==> config.mk <==
export PLATFORM = sky130hd
export DESIGN_NAME = mem_spi_flash_responder
export DESIGN_NICKNAME = d
export VERILOG_FILES = /design/src/rtl/mem_spi_flash_responder.sv
export SDC_FILE = /design/constraint.sdc
export NUM_CORES = 1
export LEC_CHECK = 0
export ABC_CLOCK_PERIOD_IN_PS = 2600
export BUFFER_PORTS_ARGS = -buffer_cell sky130_fd_sc_hd__buf_2
export CELL_PAD_IN_SITES_DETAIL_PLACEMENT = 1
export CELL_PAD_IN_SITES_GLOBAL_PLACEMENT = 1
export CORE_UTILIZATION = 40
export CTS_BUF_LIST = sky130_fd_sc_hd__clkbuf_8 sky130_fd_sc_hd__clkbuf_16
export CTS_CLUSTER_SIZE = 14
export DETAILED_ROUTE_END_ITERATION = 10
export GPL_ROUTABILITY_DRIVEN = 0
export PLACE_DENSITY_LB_ADDON = 0.15
export SLEW_MARGIN = 20
export SYNTH_ARGS = -nofsm -noshare
export SYNTH_HDL_FRONTEND = slang
export SYNTH_SLANG_ARGS = --single-unit
==> constraint.sdc <==
create_clock -name clk -period 2.6 [get_ports clk]
set_input_delay 0.26 -clock clk [delete_from_list [all_inputs] [get_ports clk]]
set_output_delay 0.26 -clock clk [all_outputs]
set_load 0.02 [all_outputs]
==> src/rtl/mem_spi_flash_responder.sv <==
// SPI/QSPI flash-side responder: oversamples the link on clk, decodes opcode/address and
// serves reads from, and posts writes to, a byte-wide memory port.
module mem_spi_flash_responder #(
  parameter int unsigned ADDR_W      = 24,
  parameter int unsigned SYNC_STAGES = 2,
  parameter int unsigned DUMMY_CYC   = 8
) (
  input  logic              clk,
  input  logic              rst_n,
  input  logic              in_sclk,
  input  logic              in_cs_n,
  input  logic [3:0]        in_io,
  output logic [3:0]        out_io,
  output logic [3:0]        io_ena,
  output logic [ADDR_W-1:0] out_mem_addr,
  output logic              out_rd_req,
  input  logic              in_rd_valid,
  input  logic [7:0]        in_rd_data,
  output logic              out_wr_valid,
  output logic [7:0]        out_wr_data,
  output logic              out_wel,
  output logic              out_err
);

  localparam int unsigned CNT_W = 8;
  localparam logic [7:0] OP_WREN  = 8'h06;
  localparam logic [7:0] OP_RDSR  = 8'h05;
  localparam logic [7:0] OP_READ  = 8'h03;
  localparam logic [7:0] OP_QREAD = 8'h6B;
  localparam logic [7:0] OP_PP    = 8'h02;
  localparam logic [7:0] OP_QPP   = 8'h32;

  typedef enum logic [3:0] {
    S_IDLE, S_OPCODE, S_ADDR, S_DUMMY, S_STATUS,
    S_READ_S, S_READ_Q, S_WRITE_S, S_WRITE_Q, S_IGNORE
  } state_e;

  logic [SYNC_STAGES-1:0]      sclk_sync_q, cs_sync_q;
  logic [SYNC_STAGES-1:0][3:0] io_sync_q;
  logic                        sclk_prev_q, cs_prev_q;
  logic                        sclk_s, cs_s;
  logic [3:0]                  io_s;
  logic                        rise, fall, cs_fall;

  state_e              state_q, state_d;
  logic [CNT_W-1:0]    cnt_q, cnt_d;
  logic [7:0]          sh_q, sh_d, opc_q, opc_d, data_q, data_d;
  logic [ADDR_W-1:0]   mem_addr_q, mem_addr_d;
  logic                buf_vld_q, buf_vld_d, rd_pend_q, rd_pend_d, wr_any_q, wr_any_d;
  logic [3:0]          out_io_q, out_io_d, io_ena_q, io_ena_d;
  logic                rd_req_q, rd_req_d, wr_valid_q, wr_valid_d, wel_q, wel_d, err_q, err_d;
  logic [7:0]          wr_data_q, wr_data_d;
  logic [7:0]          op_byte, wr_byte, tx_byte;
  logic                quad, last_bit, rd_hit;

  // CS_N synchronizer resets low so a CS held low across reset release is not seen as a fall
  always_ff @(posedge clk or negedge rst_n) begin
    if (!rst_n) begin
      sclk_sync_q <= '1;
      cs_sync_q   <= '0;
      io_sync_q   <= '0;
      sclk_prev_q <= 1'b1;
      cs_prev_q   <= 1'b0;
    end else begin
      sclk_sync_q <= {sclk_sync_q[SYNC_STAGES-2:0], in_sclk};
      cs_sync_q   <= {cs_sync_q[SYNC_STAGES-2:0], in_cs_n};
      io_sync_q   <= {io_sync_q[SYNC_STAGES-2:0], in_io};
      sclk_prev_q <= sclk_s;
      cs_prev_q   <= cs_s;
    end
  end

  assign sclk_s   = sclk_sync_q[SYNC_STAGES-1];
  assign cs_s     = cs_sync_q[SYNC_STAGES-1];
  assign io_s     = io_sync_q[SYNC_STAGES-1];
  assign rise     = sclk_s & ~sclk_prev_q;
  assign fall     = ~sclk_s & sclk_prev_q;
  assign cs_fall  = cs_prev_q & ~cs_s;
  assign quad     = (state_q == S_READ_Q) || (state_q == S_WRITE_Q);
  assign last_bit = quad ? (cnt_q == CNT_W'(1)) : (cnt_q == CNT_W'(7));
  assign rd_hit   = rd_pend_q & in_rd_valid;

  always_comb begin
    state_d    = state_q;
    cnt_d      = cnt_q;
    sh_d       = sh_q;
    opc_d      = opc_q;
    mem_addr_d = mem_addr_q;
    data_d     = data_q;
    buf_vld_d  = buf_vld_q;
    rd_pend_d  = rd_pend_q;
    wr_any_d   = wr_any_q;
    out_io_d   = out_io_q;
    io_ena_d   = io_ena_q;
    rd_req_d   = 1'b0;
    wr_valid_d = 1'b0;
    wr_data_d  = wr_data_q;
    wel_d      = wel_q;
    err_d      = err_q;
    op_byte    = {sh_q[6:0], io_s[0]};
    wr_byte    = quad ? {sh_q[3:0], io_s} : {sh_q[6:0], io_s[0]};
    tx_byte    = data_q;

    if (rd_hit) begin
      data_d    = in_rd_data;
      buf_vld_d = 1'b1;
      rd_pend_d = 1'b0;
    end

    case (state_q)
      S_IDLE: begin
        io_ena_d  = 4'b0000;
        out_io_d  = 4'b0000;
        cnt_d     = '0;
        buf_vld_d = 1'b0;
        rd_pend_d = 1'b0;
        wr_any_d  = 1'b0;
        if (cs_fall) state_d = S_OPCODE;
      end
      S_OPCODE: if (rise) begin
        sh_d  = op_byte;
        cnt_d = cnt_q + CNT_W'(1);
        if (cnt_q == CNT_W'(7)) begin
          cnt_d = '0;
          opc_d = op_byte;
          case (op_byte)
            OP_WREN: begin wel_d = 1'b1; state_d = S_IGNORE; end
            OP_RDSR: state_d = S_STATUS;
            OP_READ, OP_QREAD, OP_PP, OP_QPP: state_d = S_ADDR;
            default: state_d = S_IGNORE;
          endcase
        end
      end
      S_ADDR: if (rise) begin
        mem_addr_d = {mem_addr_q[ADDR_W-2:0], io_s[0]};
        cnt_d      = cnt_q + CNT_W'(1);
        if (cnt_q == CNT_W'(23)) begin
          cnt_d    = '0;
          wr_any_d = 1'b0;
          case (opc_q)
            OP_READ, OP_QREAD: begin
              state_d   = (opc_q == OP_READ) ? S_READ_S : S_DUMMY;
              rd_req_d  = 1'b1;
              rd_pend_d = 1'b1;
              buf_vld_d = 1'b0;
            end
            OP_PP:   state_d = S_WRITE_S;
            default: state_d = S_WRITE_Q;
          endcase
        end
      end
      S_DUMMY: if (rise) begin
        cnt_d = cnt_q + CNT_W'(1);
        if (cnt_q == CNT_W'(DUMMY_CYC - 1)) begin
          cnt_d   = '0;
          state_d = S_READ_Q;
        end
      end
      S_STATUS, S_READ_S, S_READ_Q: begin
        // First fall of a byte loads the shift buffer; an empty buffer is an underrun
        if (fall) begin
          io_ena_d = quad ? 4'b1111 : 4'b0010;
          if (cnt_q == '0) begin
            if (state_q == S_STATUS) tx_byte = {6'b0, wel_q, 1'b0};
            else if (buf_vld_q)      tx_byte = data_q;
            else if (rd_hit)         tx_byte = in_rd_data;
            else begin
              tx_byte = 8'hFF;
              err_d   = 1'b1;
            end
            buf_vld_d = 1'b0;
            rd_pend_d = 1'b0;
          end
          if (quad) begin
            out_io_d = tx_byte[7:4];
            data_d   = {tx_byte[3:0], 4'b0000};
          end else begin
            out_io_d = {2'b00, tx_byte[7], 1'b0};
            data_d   = {tx_byte[6:0], 1'b0};
          end
        end
        if (rise) begin
          cnt_d = cnt_q + CNT_W'(1);
          if (last_bit) begin
            cnt_d = '0;
            if (state_q != S_STATUS) begin
              mem_addr_d = mem_addr_q + ADDR_W'(1);
              rd_req_d   = 1'b1;
              rd_pend_d  = 1'b1;
              buf_vld_d  = 1'b0;
            end
          end
        end
      end
      S_WRITE_S, S_WRITE_Q: begin
        // Address advances the cycle after each strobe, wrapping inside the 256-byte page
        if (wr_valid_q) mem_addr_d = {mem_addr_q[ADDR_W-1:8], mem_addr_q[7:0] + 8'd1};
        if (rise) begin
          sh_d  = wr_byte;
          cnt_d = cnt_q + CNT_W'(1);
          if (last_bit) begin
            cnt_d    = '0;
            wr_any_d = 1'b1;
            if (wel_q) begin
              wr_valid_d = 1'b1;
              wr_data_d  = wr_byte;
            end else begin
              err_d = 1'b1;
            end
          end
        end
      end
      S_IGNORE: io_ena_d = 4'b0000;
      default:  state_d = S_IDLE;
    endcase

    // CS high aborts everything: partial bytes and outstanding read responses are dropped
    if (cs_s && (state_q != S_IDLE)) begin
      state_d    = S_IDLE;
      io_ena_d   = 4'b0000;
      rd_req_d   = 1'b0;
      wr_valid_d = 1'b0;
      rd_pend_d  = 1'b0;
      buf_vld_d  = 1'b0;
      if (((state_q == S_WRITE_S) || (state_q == S_WRITE_Q)) && wr_any_q) wel_d = 1'b0;
    end
  end

  always_ff @(posedge clk or negedge rst_n) begin
    if (!rst_n) begin
      state_q    <= S_IDLE;
      cnt_q      <= '0;
      sh_q       <= '0;
      opc_q      <= '0;
      mem_addr_q <= '0;
      data_q     <= '0;
      buf_vld_q  <= 1'b0;
      rd_pend_q  <= 1'b0;
      wr_any_q   <= 1'b0;
      out_io_q   <= '0;
      io_ena_q   <= '0;
      rd_req_q   <= 1'b0;
      wr_valid_q <= 1'b0;
      wr_data_q  <= '0;
      wel_q      <= 1'b0;
      err_q      <= 1'b0;
    end else begin
      state_q    <= state_d;
      cnt_q      <= cnt_d;
      sh_q       <= sh_d;
      opc_q      <= opc_d;
      mem_addr_q <= mem_addr_d;
      data_q     <= data_d;
      buf_vld_q  <= buf_vld_d;
      rd_pend_q  <= rd_pend_d;
      wr_any_q   <= wr_any_d;
      out_io_q   <= out_io_d;
      io_ena_q   <= io_ena_d;
      rd_req_q   <= rd_req_d;
      wr_valid_q <= wr_valid_d;
      wr_data_q  <= wr_data_d;
      wel_q      <= wel_d;
      err_q      <= err_d;
    end
  end

  assign out_io       = out_io_q;
  assign io_ena       = io_ena_q;
  assign out_mem_addr = mem_addr_q;
  assign out_rd_req   = rd_req_q;
  assign out_wr_valid = wr_valid_q;
  assign out_wr_data  = wr_data_q;
  assign out_wel      = wel_q;
  assign out_err      = err_q;

endmodule

==> results.cfg, run 1 <==
[yosys]
ys_seq_elements = 94
synth_top_area_share_pct = 40.8
synth_warnings = 0
synth_area_leader_cell = dfrtp_1
syn_area_um2 = 5580
syn_area_per_cell_um2 = 9.09
synth_cells = 614
synth-edff-count = 0
synth_flop_cell = dfrtp_1
synth_cell_types = 84
ys_seq_area_share_pct = 42.2
async_reset_ff_share_pct = 100
synth_nets = 635
synth_most_common_cell = dfrtp_1
synthTopCellsByCount = dfrtp_1 (91), nand2_1 (71), nor2_1 (47)
ys_top_cells_by_area = dfrtp_1 (41%), nand2_1 (4.8%), a21oi_1 (3.5%), nor2_1 (3.2%), o21ai_0 (3.0%)

[floorplanning]
die_area_um2 = 14400
die_width_um = 120
start_util_pct = 41.7
io_pins = 61
core_region_area_um2 = 13400
rows = 42
dieHeight_um = 120

[cts]
htreeDepth = 3
clock-sinks = 94
cts_hold_buf = 7
numCtsBuffers = 9
clockRootBuffer = clkbuf_16
clock_latency_ns = 0.36
post_cts_buffers = 0
tritoncts = built
clock_path_buffers = 2
clkSlewWorstSetupHoldPaths_ns = 0.07
cts_resized = 0

[power]
peakVddDrop_v = 0.000596
powerDensity_nw_per_um2 = 748
p_leak_uw = 0.00288

[sta]
slew_violations = 0
finalSetupViolCount = 0
setup_slack_ns = 0.102
worst_pin_slew_ns = 0.674
max_slew_margin_pct = 54.4
holdWs_ns = 0.193
setup_tns_ns = 0
max_freq_mhz = 400
finalCriticalPeriod_ns = 2.50
hold_viol = 0
rsz0062_at_grt = false
fin_crit_sh_pct = 96.1
skew_ns = 0.00584

[routing]
vias = 5286
wl_mm = 17.4
wire_per_inst_um = 19.9
vias_per_cell = 6.05
drtAntennaViolNets = 0
drt_iter0_markers = 380
firstDrtPassIters = 6
drc = 0

[global_routing]
grt_pass1_wl_mm = 28.4
first_global_vias = 5327
grt-busiest-layer = met2
grt_overflow = 0
antenna_found_initial = 0
grtUsageMet3_pct = 5.32
grt_usage_pct = 25.1
met2_usage_pct = 39.4
grt_max_degree = 52
use_met1_pct = 35.0

[setup_path]
path_buf_inv = 1
cp-end-kind = register
crit_arrival_ns = 2.76
critPathLaunchType = register
worstPathRequired_ns = 2.86
critPathTopFamily = compound AO/OA/AOI/OAI gates
worstSetupPathType = register to register
cp.depth = 6
worst-path-max-fanout = 11
cp_cell_sequence = buf_4, and4bb_2, o2111ai_1, a21boi_1, a22oi_2, o221ai_1
reg2regPathDepth = 6
slowest_stage = dfrtp_1
timing.critical_path.slowest_cell_delay_ns = 0.55

[run_status]
status = finished, final reports clean

[layout]
layoutNonFillerInstCount = 874
nets = 714
area_growth_pct = 18.7
diodes = 0
fin_util_pct = 49.4
n_fill_cell = 1565
drive_above_1_share_pct = 22.6

[worst_hold_path]
hold_path_class = input port to register
worstHoldPathCells = 3

[place]
dp_slack_ns = 0.134
dp.cells = 851
hpwlAfterDp_mm = 12.7
io_buffers = 60

[run]
max-cap-violations = 0
-- layout make-up --
class	instances	area [um^2]	share of cell area (%)
clock inverters	6	77.6	1.17
inverters	20	75.1	1.13
multi-input cells	462	2970	44.8
well taps	176	220	3.32
repair buffers	106	691	10.4
clock buffers	10	239	3.61
flip-flops and latches	94	2360	35.6
-- power breakdown --
part	total, uW	switching (uW)	internal [uW]
registers	1780	202	1580
logic	1760	1110	652
clock network	1420	625	791
total	4960	1940	3020
-- path summary, 6_finish.rpt --
path | endpoint | from | slack (ns)
worst max-delay path | cnt_q[6] | state_q[0] | 0.10
worst min-delay path | data_q[0] | in_rd_data[0] | 0.19
worst max register to register | cnt_q[6] | state_q[0] | 0.10
worst min register to register | cs_sync_q[1] | cs_sync_q[0] | 0.36
max in group asynchronous | data_q[3] | rst_n | 1.44
min in group asynchronous | out_mem_addr[19] | rst_n | 0.49
-- per-layer routing --
metal | vias to the layer above | share of wire, %
met3 | 18 | 4.7
met2 | 134 | 48
met4 | 0 | 0.95
li1 | 2464 | -
met5 | - | 0
met1 | 2670 | 47
-- cells by family (layout without fill, tap and decap cells) --
logic type      after synthesis  count (layout)  synth area share, %
simple gates                243             243                 22.8
compound gates              196             196                 25.9
flops                        94              94                 42.2
buf+inv                      58             142                 4.66
mux                          17              17                 3.27
fa+ha+maj                     5               5                 1.08
xor+xnor                      1               1                0.157
-- worst register-to-register path, delay by kind of cell (launching register included) --
family,cells,cell delay (ns)
AOI/OAI and AO/OA,4,1.33
DFF,1,0.55
and+or+nand+nor,1,0.27
buffers and inverters,1,0.25
-- registers in the layout, summed over array words and instances (netlist names), 2 cells and up --
signal        flops
sh_q              7
out_wr_data       8
io_s              4
sclk_sync_q       2
out_io            4
state_q           4
cs_sync_q         2
io_ena            2
io_sync_q         4
opc_q             8
data_q            8
cnt_q             8
out_mem_addr     24
-- stage by stage --
stage | total power, uW | cell area [um^2]
after CTS | 4980 | 6620
final | 4960 | 6620
after detailed placement | 3510 | 6240
after global routing | 5230 | 6620
after floorplan | 2870 | 5580
after global placement | 3450 | 6240
-- cell usage in the layout (no fill, tap or decap), types with 10 or more instances in the layout --
master | Yosys | final
mux2_2 | 10 | 10
inv_1 | 20 | 20
nor3_1 | 18 | 18
dfrtp_1 | 91 | 91
nand3_1 | 21 | 21
buf_2 | 13 | 59
buf_4 | 5 | 38
a31oi_1 | 17 | 17
nor2_1 | 47 | 47
a21oi_1 | 39 | 39
o22ai_1 | 11 | 11
nand2_1 | 71 | 71
nor4_1 | 13 | 13
a211oi_1 | 12 | 12
o21ai_0 | 34 | 34
Power figures use the tool's default switching activity.
==> run 2: changes to the inputs <==
CELL_PAD_IN_SITES_DETAIL_PLACEMENT = not set   (was 1)
CELL_PAD_IN_SITES_GLOBAL_PLACEMENT = not set   (was 1)
==> run 2 against run 1 <==
Net effect:
- wire length is 12% lower
- final cell count shrank 0.69%
- critical path type unchanged
- setup slack better by 0.087 ns
==> results.cfg, run 2 (synthesis results as in run 1) <==
[run_status]
status = finished, final reports clean

[routing]
vias = 5147
wire_per_inst_um = 17.7
wl_mm = 15.3
drt_iter0_markers = 480
drtAntennaViolNets = 0
drc = 0
vias_per_cell = 5.93
firstDrtPassIters = 5

[layout]
nets = 709
drive_above_1_share_pct = 22.5
largest_reg_flops = 24
final_common_cell = dfrtp_1
fin_area_um2 = 6580
diodes = 0
area_growth_pct = 17.9
layout_common_cells = dfrtp_1 (91), nand2_1 (71), buf_2 (59)

[cts]
clock_latency_ns = 0.35
tritoncts = built
htreeDepth = 3
numCtsBuffers = 9
post_cts_buffers = 0
clock_path_buffers = 2
clockRootBuffer = clkbuf_16
clkSlewWorstSetupHoldPaths_ns = 0.07
clock-sinks = 94

[power]
p_seq_share_pct = 36.5
combPwrFrac_pct = 34.3
p_sw_uw = 1770
p_int_uw = 3090
powerDensity_nw_per_um2 = 738
p_leak_uw = 0.00285
swShare_pct = 36.5
peakVddDrop_v = 0.000332
power.share.clock_pct = 29.2

[sta]
hold_viol = 0
worst_pin_slew_ns = 0.577
max_freq_mhz = 415
finalCriticalPeriod_ns = 2.41
holdWs_ns = 0.0155
fin_crit_sh_pct = 92.7
rsz0062_at_grt = false
skew_ns = 0.00725
setup_tns_ns = 0
finalSetupViolCount = 0
setup_slack_ns = 0.189
max_slew_margin_pct = 61.3
slew_violations = 0

[global_routing]
grt_max_degree = 44
first_global_vias = 4922
antenna_found_initial = 0
grt_pass1_wl_mm = 25.0
grt_usage_pct = 22.3
grt_overflow = 0

[setup_path]
worstPathRequired_ns = 2.80
critPathLaunchType = register
worstSetupPathType = register to register
cp-end-kind = register
critPathTopFamily = compound AO/OA/AOI/OAI gates
slowest_stage = or4_4
timing.critical_path.slowest_cell_delay_ns = 0.62
path_buf_inv = 0
worst-path-max-fanout = 8
cp_cell_sequence = or4_4, o41ai_4, a211oi_1, a22oi_2, o221ai_1
crit_arrival_ns = 2.62

[floorplanning]
dieHeight_um = 120
core_region_area_um2 = 13400
rows = 42
start_util_pct = 41.7
die_area_um2 = 14400
io_pins = 61
die_width_um = 120

[run]
max-cap-violations = 0

[worst_hold_path]
hold_path_class = input port to register

[place]
dp_slack_ns = 0.219
postPlaceCellArea_um2 = 6230
io_buffers = 60
hpwlAfterDp_mm = 11.4
## run 2: path summary, 6_finish.rpt
| check | startpoint | to | slack (ns) | cells after the start |
|---|---|---|---|---|
| max | cnt_q[3] | cnt_q[6] | 0.19 | 5 |
| min | in_io[1] | io_sync_q[1] | 0.02 | 1 |
| max reg2reg | cnt_q[3] | cnt_q[6] | 0.19 | 5 |
| min reg2reg | cs_sync_q[0] | cs_sync_q[1] | 0.35 | 0 |
| max in group asynchronous | rst_n | sh_q[0] | 1.51 | 3 |
| min in group asynchronous | rst_n | out_mem_addr[18] | 0.45 | 2 |
## run 2: metrics by stage
step / total power (uW) / util (%) / instances
global route: 5160 / 49.1 / 868
finish: 4860 / 49.1 / 868
floorplan: 2870 / - / 614
global placement: 3420 / 46.5 / 850
detailed placement: 3440 / 46.5 / 850
CTS: 4890 / 49.1 / 868
## run 2: worst register-to-register path: stages, from the launching register on
cell	delay (ns)
dfrtp_1	0.48
or4_4	0.62
o41ai_4	0.41
a211oi_1	0.17
a22oi_2	0.39
o221ai_1	0.19
## run 2: final cells by class
class | instances | area, um^2
repair buffers | 101 | 643
clock buffers | 10 | 239
fillers | 1294 | 6820
clock inverters | 5 | 83.8
flip-flops and latches | 94 | 2360
multi-input cells | 462 | 2970
inverters | 20 | 75.1
well taps | 176 | 220
## run 2: power by group through the flow
| stage | Sequential [uW] | Combinational [uW] | Clock (uW) |
|---|---|---|---|
| 3_3_place_gp | 1800 | 1620 | 0 |
| 5_1_grt | 1800 | 1830 | 1520 |
| 6_report | 1770 | 1660 | 1420 |
| 3_5_place_dp | 1800 | 1640 | 0 |
| 4_1_cts | 1770 | 1660 | 1470 |
| 2_1_floorplan | 1690 | 1180 | 0 |
## run 2: per-layer routing
metal  share of wire, %  routed length, um  vias up  track usage (%)
met1                 45               6940     2472             30.9
li1                   -                  -     2449                -
met2                 46               7030      191             33.0
met3                5.6                861       35             3.52
met5                  0                  0        -                0
met4                3.3                505        0             12.1
## run 2: what timing repair did
action,in CTS,in global routing
hold endpoints to repair,40,0
setup endpoints to repair,0,0
gates resized for setup,0,0
hold buffers,3,0
==> run 3: changes to the inputs <==
CTS_CLUSTER_SIZE = 25   (was 14)
PLACE_DENSITY = 0.56   (was not set)
PLACE_DENSITY_LB_ADDON = not set   (was 0.15)
==> run 3 against run 2 <==
Net effect:
- the run now ends with negative hold slack left
- register-to-register slack about the same
- hold slack got worse by 0.022 ns
- sequential share of layout area hardly changed
- maximum frequency is 0.32% higher
- power decreased by 0.78%
- largest cell class unchanged
==> results.cfg, run 3 (synthesis results as in run 1) <==
[run_status]
status = finished, violations left
violations = negative hold slack

[floorplanning]
die_area_um2 = 14400
dieHeight_um = 120
rows = 42
start_util_pct = 41.7
io_pins = 61
core_region_area_um2 = 13400
die_width_um = 120

[setup_path]
cp_cell_sequence = buf_4, and4bb_2, o2111ai_1, a21boi_1, a21oi_1, o221ai_1
critPathTopFamily = compound AO/OA/AOI/OAI gates
crit_arrival_ns = 2.66
cp-end-kind = register
r2r_setup_slack_ns = 0.20
timing.critical_path.slowest_cell_delay_ns = 0.56
slowest_stage = a21boi_1
critPathLaunchType = register
worstSetupPathType = register to register
worstPathRequired_ns = 2.86
worst-path-max-fanout = 11
path_buf_inv = 1

[layout]
final_common_cell = dfrtp_1
area_growth_pct = 17.8
multi_input_area_um2 = 2970
regArea_um2 = 2360
layout_common_cells = dfrtp_1 (91), nand2_1 (71), buf_2 (59)
n_fill_cell = 1311
largest_reg_flops = 24
nets = 712
drive_above_1_share_pct = 22.4
diodes = 0

[routing]
wire_per_inst_um = 17.8
vias = 5155
firstDrtPassIters = 5
drc = 0
vias_per_cell = 5.91
drt_iter0_markers = 461
drtAntennaViolNets = 0
wl_mm = 15.5

[sta]
worst_pin_slew_ns = 0.832
finalSetupViolCount = 0
max_slew_margin_pct = 44.6
fin_crit_sh_pct = 92.4
max_freq_mhz = 416
setup_tns_ns = 0
finalCriticalPeriod_ns = 2.40
holdWs_ns = -0.00638
rsz0062_at_grt = false
skew_ns = 0.0113
hold_viol = 4
slew_violations = 0

[cts]
tritoncts = built
clockRootBuffer = clkbuf_16
clock-sinks = 94
post_cts_buffers = 0
htreeDepth = 3
numCtsBuffers = 9
clock_latency_ns = 0.36
clock_path_buffers = 2
clkSlewWorstSetupHoldPaths_ns = 0.07

[global_routing]
grt_max_degree = 64
grt_usage_pct = 22.8
grt_pass1_wl_mm = 25.8
first_global_vias = 4894
grt_overflow = 0
antenna_found_initial = 0

[run]
max-cap-violations = 0

[worst_hold_path]
hold_path_class = input port to asynchronous set/reset pin

[place]
io_buffers = 60
hpwlAfterDp_mm = 11.3

[power]
peakVddDrop_v = 0.000307
p_leak_uw = 0.00286
powerDensity_nw_per_um2 = 733
run 3: power breakdown:
| group | switching, uW | internal [uW] |
|---|---|---|
| Clock | 603 | 749 |
| Sequential | 184 | 1580 |
| Combinational | 1050 | 655 |
| Total | 1840 | 2980 |
run 3: final timing paths:
| path | from | to | depth (start not counted) |
|---|---|---|---|
| min in group clk | in_rd_data[0] | data_q[0] | 3 |
| hold / removal | rst_n | out_mem_addr[16] | 1 |
| hold reg to reg | io_sync_q[0] | io_s[0] | 0 |
| max in group asynchronous | rst_n | sh_q[0] | 2 |
| setup reg to reg | state_q[0] | cnt_q[6] | 6 |
| setup / recovery | state_q[0] | cnt_q[6] | 6 |
run 3: timing repair:
| action | CTS | global route |
|---|---|---|
| hold buffers | 5 | 1 |
| gates resized for setup | 0 | 0 |
| endpoints found under the hold margin | 5 | 1 |
run 3: layer usage:
metal / GRT usage, % / share of wire [%] / vias up
met5: 0 / 0 / -
met4: 9.06 / 2.2 / 0
met3: 4.37 / 5.7 / 28
met2: 34.4 / 46 / 182
met1: 32.1 / 46 / 2478
li1: - / - / 2467
run 3: stage by stage:
step	setup slack [ns]	std cells	total power, uW	instance area [um^2]	utilization (%)
global placement	0.302	850	3450	6220	46.4
finish	0.197	872	4820	6580	49.1
floorplan	0.426	614	2870	5580	-
global route	0.0441	872	5130	6580	49.1
detailed placement	0.218	850	3480	6220	46.4
CTS	0.209	871	4850	6570	49.0
run 3: area by class of cell:
class	count	area share (%)
Clock buffer	9	3.43
Inverter	20	1.14
Clock inverter	7	1.10
Multi-Input combinational cell	462	45.1
Tap cell	176	3.35
Sequential cell	94	35.8
Timing Repair Buffer	104	10.0
